## src/rtl/fetch_unit_pkg.sv

```systemverilog
// Shared fetch types and constants, also used by the instruction memory.
package fetch_unit_pkg;

    localparam int unsigned DEFAULT_PC_STEP  = 4;
    localparam int unsigned DEFAULT_MEM_SIZE = 2048;

    typedef struct packed {
        logic [63:0] pc;
        logic [31:0] instruction;
    } fetch_entry_t;

    typedef enum logic {
        RUN   = 1'b0,
        FAULT = 1'b1
    } fetch_state_t;

    // 65-bit compare so an address near 2^64 never wraps into the legal range
    function automatic logic addr_legal(input logic [63:0] addr, input logic [64:0] mem_size);
        return (addr[1:0] == 2'b00) && (({1'b0, addr} + 65'd3) < mem_size);
    endfunction

endpackage

```

## src/rtl/fetch_buffer.sv

```systemverilog
// Two-entry FIFO holding fetched {pc, instruction} pairs for decode.
module fetch_buffer
    import fetch_unit_pkg::*;
(
    input  logic         clk,
    input  logic         reset,
    input  logic         push,
    input  logic         pop,
    input  logic         flush,
    input  fetch_entry_t push_entry,
    output logic [1:0]   count,
    output fetch_entry_t head_entry
);

    fetch_entry_t entries [2];
    logic         head;
    logic         tail;

    // With two slots, head + count wraps back onto head when full; that slot is
    // exactly the one freed by a concurrent pop.
    assign tail       = head ^ count[0];
    assign head_entry = entries[head];

    always_ff @(posedge clk) begin
        if (reset) begin
            count      <= 2'd0;
            head       <= 1'b0;
            entries[0] <= '0;
            entries[1] <= '0;
        end else if (flush) begin
            count <= 2'd0;
            head  <= 1'b0;
        end else begin
            if (push)
                entries[tail] <= push_entry;
            if (pop)
                head <= ~head;
            count <= count + {1'b0, push} - {1'b0, pop};
        end
    end

endmodule

```

## src/rtl/fetch_unit.sv

```systemverilog
// Instruction fetch front end: PC register, 2-entry buffer, redirect and fault FSM.
module fetch_unit
    import fetch_unit_pkg::*;
#(
    parameter logic [63:0] RESET_PC = 64'h0,
    parameter int unsigned PC_STEP  = DEFAULT_PC_STEP,
    parameter int unsigned MEM_SIZE = DEFAULT_MEM_SIZE
) (
    input  logic        clk,
    input  logic        reset,
    output logic [63:0] imem_address,
    input  logic [31:0] imem_data,
    input  logic        branch_valid,
    input  logic [63:0] branch_target,
    output logic        out_valid,
    input  logic        out_ready,
    output logic [31:0] out_instruction,
    output logic [63:0] out_pc,
    output logic        fault
);

    localparam logic [64:0] MEM_LIMIT = 65'(MEM_SIZE);

    fetch_state_t state, state_next;
    logic [63:0]  pc;
    logic [1:0]   count;
    fetch_entry_t head;
    fetch_entry_t fetched;
    logic         pc_legal;
    logic         target_legal;
    logic         capture;
    logic         pop;

    assign pc_legal     = addr_legal(pc, MEM_LIMIT);
    assign target_legal = addr_legal(branch_target, MEM_LIMIT);

    assign out_valid = (count != 2'd0);
    assign pop       = out_valid && out_ready && !branch_valid;
    // A full buffer may still capture when the head leaves on the same edge
    assign capture   = (state == RUN) && !branch_valid && pc_legal &&
                       ((count != 2'd2) || pop);

    assign fetched.pc          = pc;
    assign fetched.instruction = imem_data;

    always_comb begin
        state_next = state;
        if (branch_valid)
            state_next = target_legal ? RUN : FAULT;
        else if ((state == RUN) && !pc_legal)
            state_next = FAULT;
    end

    always_ff @(posedge clk) begin
        if (reset)
            state <= RUN;
        else
            state <= state_next;
    end

    always_ff @(posedge clk) begin
        if (reset)
            pc <= RESET_PC;
        else if (branch_valid)
            pc <= branch_target;
        else if (capture)
            pc <= pc + 64'(PC_STEP);
    end

    fetch_buffer u_buffer (
        .clk        (clk),
        .reset      (reset),
        .push       (capture),
        .pop        (pop),
        .flush      (branch_valid),
        .push_entry (fetched),
        .count      (count),
        .head_entry (head)
    );

    assign imem_address    = pc;
    assign out_pc          = head.pc;
    assign out_instruction = head.instruction;
    assign fault           = (state == FAULT);

endmodule

```

## config.mk

```make
export PLATFORM = sky130hd
export DESIGN_NAME = fetch_unit
export DESIGN_NICKNAME = d
export VERILOG_FILES = /design/src/rtl/fetch_unit_pkg.sv /design/src/rtl/fetch_buffer.sv /design/src/rtl/fetch_unit.sv
export SDC_FILE = /design/constraint.sdc
export NUM_CORES = 1
export LEC_CHECK = 0
export CAP_MARGIN = 15
export CORE_MARGIN = 10
export CORE_UTILIZATION = 69
export CTS_CLUSTER_SIZE = 16
export DETAILED_ROUTE_END_ITERATION = 8
export DONT_BUFFER_PORTS = 1
export PLACE_DENSITY = 0.87
export SYNTH_ARGS = -nofsm -noshare
export SYNTH_HDL_FRONTEND = slang
export SYNTH_HIERARCHICAL = 1
export SYNTH_SLANG_ARGS = --single-unit
```

## constraint.sdc

```tcl
create_clock -name clk -period 15.15 [get_ports clk]
set_clock_uncertainty 0.2 [all_clocks]
set_input_delay 4.545 -clock clk [delete_from_list [all_inputs] [get_ports clk]]
set_output_delay 4.545 -clock clk [all_outputs]
set_load 0.03 [all_outputs]
```

==> summary.md <==
| Metric | Value |
|---|---|
| Drt first pass iters | `6` |
| # hold bufs at CTS | `0` |
| Clock sinks | `261` |
| Largest family of logic cells by synthesized area | `simple AND/OR/NAND/NOR gates` |
| Compound-Gate Fraction of Synth Area | `5.350%` |
| CP required | `15.34 ns` |
| Num CTS Buffers | `26` |
| Largest net degree at the start of global routing | `104` |
| DRC viols | `0` |
| DIE AREA | `26050 um2` |
| Final setup fails | `0` |
| H-tree levels | `1` |
| Max-cap violations | `0` |
| HPWL Detailed | `27160 um` |
| Sequential share of the synthesized area | `51.80%` |
| Hold Path Sink | `u_buffer/count[1]` |
| Post-Synthesis Cell Area | `13800 um2` |
| Skew-Pair Late Insertion Delay | `0.55 ns` |
| Post-CTS Setup Bufs | `0` |
| Leak | `0.005919 uW` |
| Synth area leaders | `edfxtp_1 (42%), dfxtp_1 (10%), and3_1 (9.2%)` |
| Total GRT Usage | `28.78%` |
| Min-Delay Path Depth | `2` |
| Post-route core utilization | `75.28%` |
| Crit path kind | `primary input to flip-flop` |
| Worst setup margin | `7.393 ns` |
| Yosys warning total | `6` |
| Worst rel slew slack | `33.37%` |
| Synth cell count leaders | `and3_1 (203), edfxtp_1 (192), nor2_1 (104), mux2_2 (98), dfxtp_1 (69)` |
| Layout Nets | `1318` |
| Vias in the first global route | `10277` |
| Routed Antenna Nets | `0` |
| Critical Path Sink Type | `flip-flop` |
| Fraction of synthesized area in multiplexers | `12.50%` |
| Via-to-Cell Ratio | `6.973` |
| Critical R2R Launch | `imem_address[14]` |
| Area of the multi-input gates | `6221 um2` |
| Reg2Reg Depth | `13` |
| Post-synth EDFFs | `192` |
| First-pass GRT wire length | `60500 um` |
| Initial Util | `70.43%` |
| Total power | `1553 uW` |
| Clock root cell | `clkbuf_16` |
| Io pins | `262` |
| Area leader, netlist | `edfxtp_1` |
| 1st-iter DRT viols | `1226` |
| Yosys top cell area share | `41.78%` |
| Power density of the placed cells | `105.3 nW/um2` |
| Min Tclk post-route | `7.757 ns` |
| CTS tree | `yes` |
| RePlAce Congestion | `0.9808` |
| Max VDD drop | `0.08034 mV` |
| Post-cts resize count | `0` |
| Crit path arrival time | `7.95 ns` |
| Post-synthesis cell type count | `76` |
| Die Ht | `161.4 um` |
| Synth Instances | `1252` |
| Area growth syn-to-layout | `6.873%` |
| XOR/XNOR Fraction of Synth Area | `1.732%` |
| # diodes | `0` |
| Placed cell areas | `13940 um2` |
| Num rows | `51` |
| Startpoint Class | `primary input` |
| Final period util | `51.20%` |
| Max Clk Rate | `128.9 MHz` |
| Filler cells | `1345` |
| Overflow after GRT | `0` |
| Hold Startpoint | `u_buffer/count[1]` |
| Synth Register Bits | `261` |
| Max-slew violation count | `0` |
| Post-placement setup slack | `6.999 ns` |
| I/O Buffers | `0` |
| Post-Synth Adder-Cell Area | `0.2720%` |
| Share of layout cells above drive strength 1 | `15.47%` |
| Status | `completed` |
| Design area | `14750 um2` |
| Register Area | `7151 um2` |
| Chip width | `161.4 um` |
| R2R Setup Slk | `8.45 ns` |
| Wire per inst | `26.13 um` |
| Hold Crit Class | `flip-flop to flip-flop` |
| Worst slew pin tran | `0.9918 ns` |
| RSZ-0062 raised after global routing | `no` |
| Worst-path fanout max | `103` |
| Post-synthesis simple-gate area fraction | `24.92%` |
| Most numerous cell in the Yosys netlist | `and3_1` |
| Setup TNS | `0 ns` |
| Ys flop type | `edfxtp_1` |
| Syn_nets | `1355` |
| Clk buf depth | `3` |
| Antenna violations before repair | `0` |
| Via count | `10459` |
| Clock transition at the registers of the reported paths | `0.06 ns` |
| Ys async rst share | `0%` |
| Core Region | `19590 um2` |
| Worst r2r dst | `u_buffer/entries[0][36]` |
| Final WL | `39200 um` |
| Syn Area/Cell | `11.02 um2` |
| Hold Vio Cnt, Final | `0` |
## critical path: stages
cell	delay, ns
inv_1	0.31
nand2_1	0.09
nand3b_1	0.18
nor4b_1	0.66
nand2_1	0.15
inv_1	0.12
nor3b_4	0.17
buf_4	0.64
buf_4	0.68
and3_1	0.28
## per-layer routing
layer / wire, um / GRT usage [%]
met5: 0 / 0
met4: 1061 / 8.065
met3: 4325 / 8.414
met2: 18840 / 47.33
met1: 14970 / 36.30
## cells in the final DEF, fill, tap and decap left out, drive strengths merged, types with 19 or more instances in the layout
master  count
and3      210
and4       19
buf        23
clkbuf     37
dfxtp      69
edfxtp    192
mux2       98
mux2i      62
nand2      47
nand3      34
nand4      60
nor2      104
nor3       39
nor4       24
o21ai      20
## sequential cells by signal (all words and copies together) (netlist names), named ones only
name / cells
fault: 1
u_buffer/head: 1
imem_address: 64
u_buffer/count: 2
u_buffer/entries: 192
## worst max-delay path by stage
stage                     cells after the start                      end  slack, ns          from
final                                        10  u_buffer/entries[0][36]       7.39  branch_valid
after global routing                         10  u_buffer/entries[0][36]       7.06  branch_valid
after CTS                                    10  u_buffer/entries[0][36]       7.54  branch_valid
after detailed placement                     10  u_buffer/entries[1][95]       7.00  branch_valid
after global placement                        9  u_buffer/entries[1][82]       7.21  branch_valid
after floorplan                              10   u_buffer/entries[0][0]       6.37  branch_valid
## cells by family after synthesis
group           Yosys count
simple gates            594
flops                   261
mux                     160
compound gates          105
buf+inv                 105
xor+xnor                 24
fa+ha+maj                 3
## power breakdown
| group | switching, uW | leakage, uW | internal (uW) |
|---|---|---|---|
| registers | 48.2 | 0.00255 | 792 |
| clock network | 268 | 0.000398 | 338 |
| logic | 71.0 | 0.00297 | 35.0 |
| total | 387 | 0.00592 | 1170 |
## metrics by stage
step / instances / hold WS, ns
after floorplan: 1252 / 0.4158
after global placement: 1452 / 0.4564
after detailed placement: 1452 / 0.4849
after CTS: 1500 / 0.4930
after global routing: 1500 / 0.5560
final: 1500 / 0.4950
## area by class of cell
class	count	area share [%]
inverter	17	0.4327
multi-input combinational	886	42.19
clock inverter	11	0.5091
sequential	261	48.49
tap	265	2.248
timing repair buffer	23	1.171
clock buffer	37	4.964
Note: power is estimated with default switching activity, not from simulation.
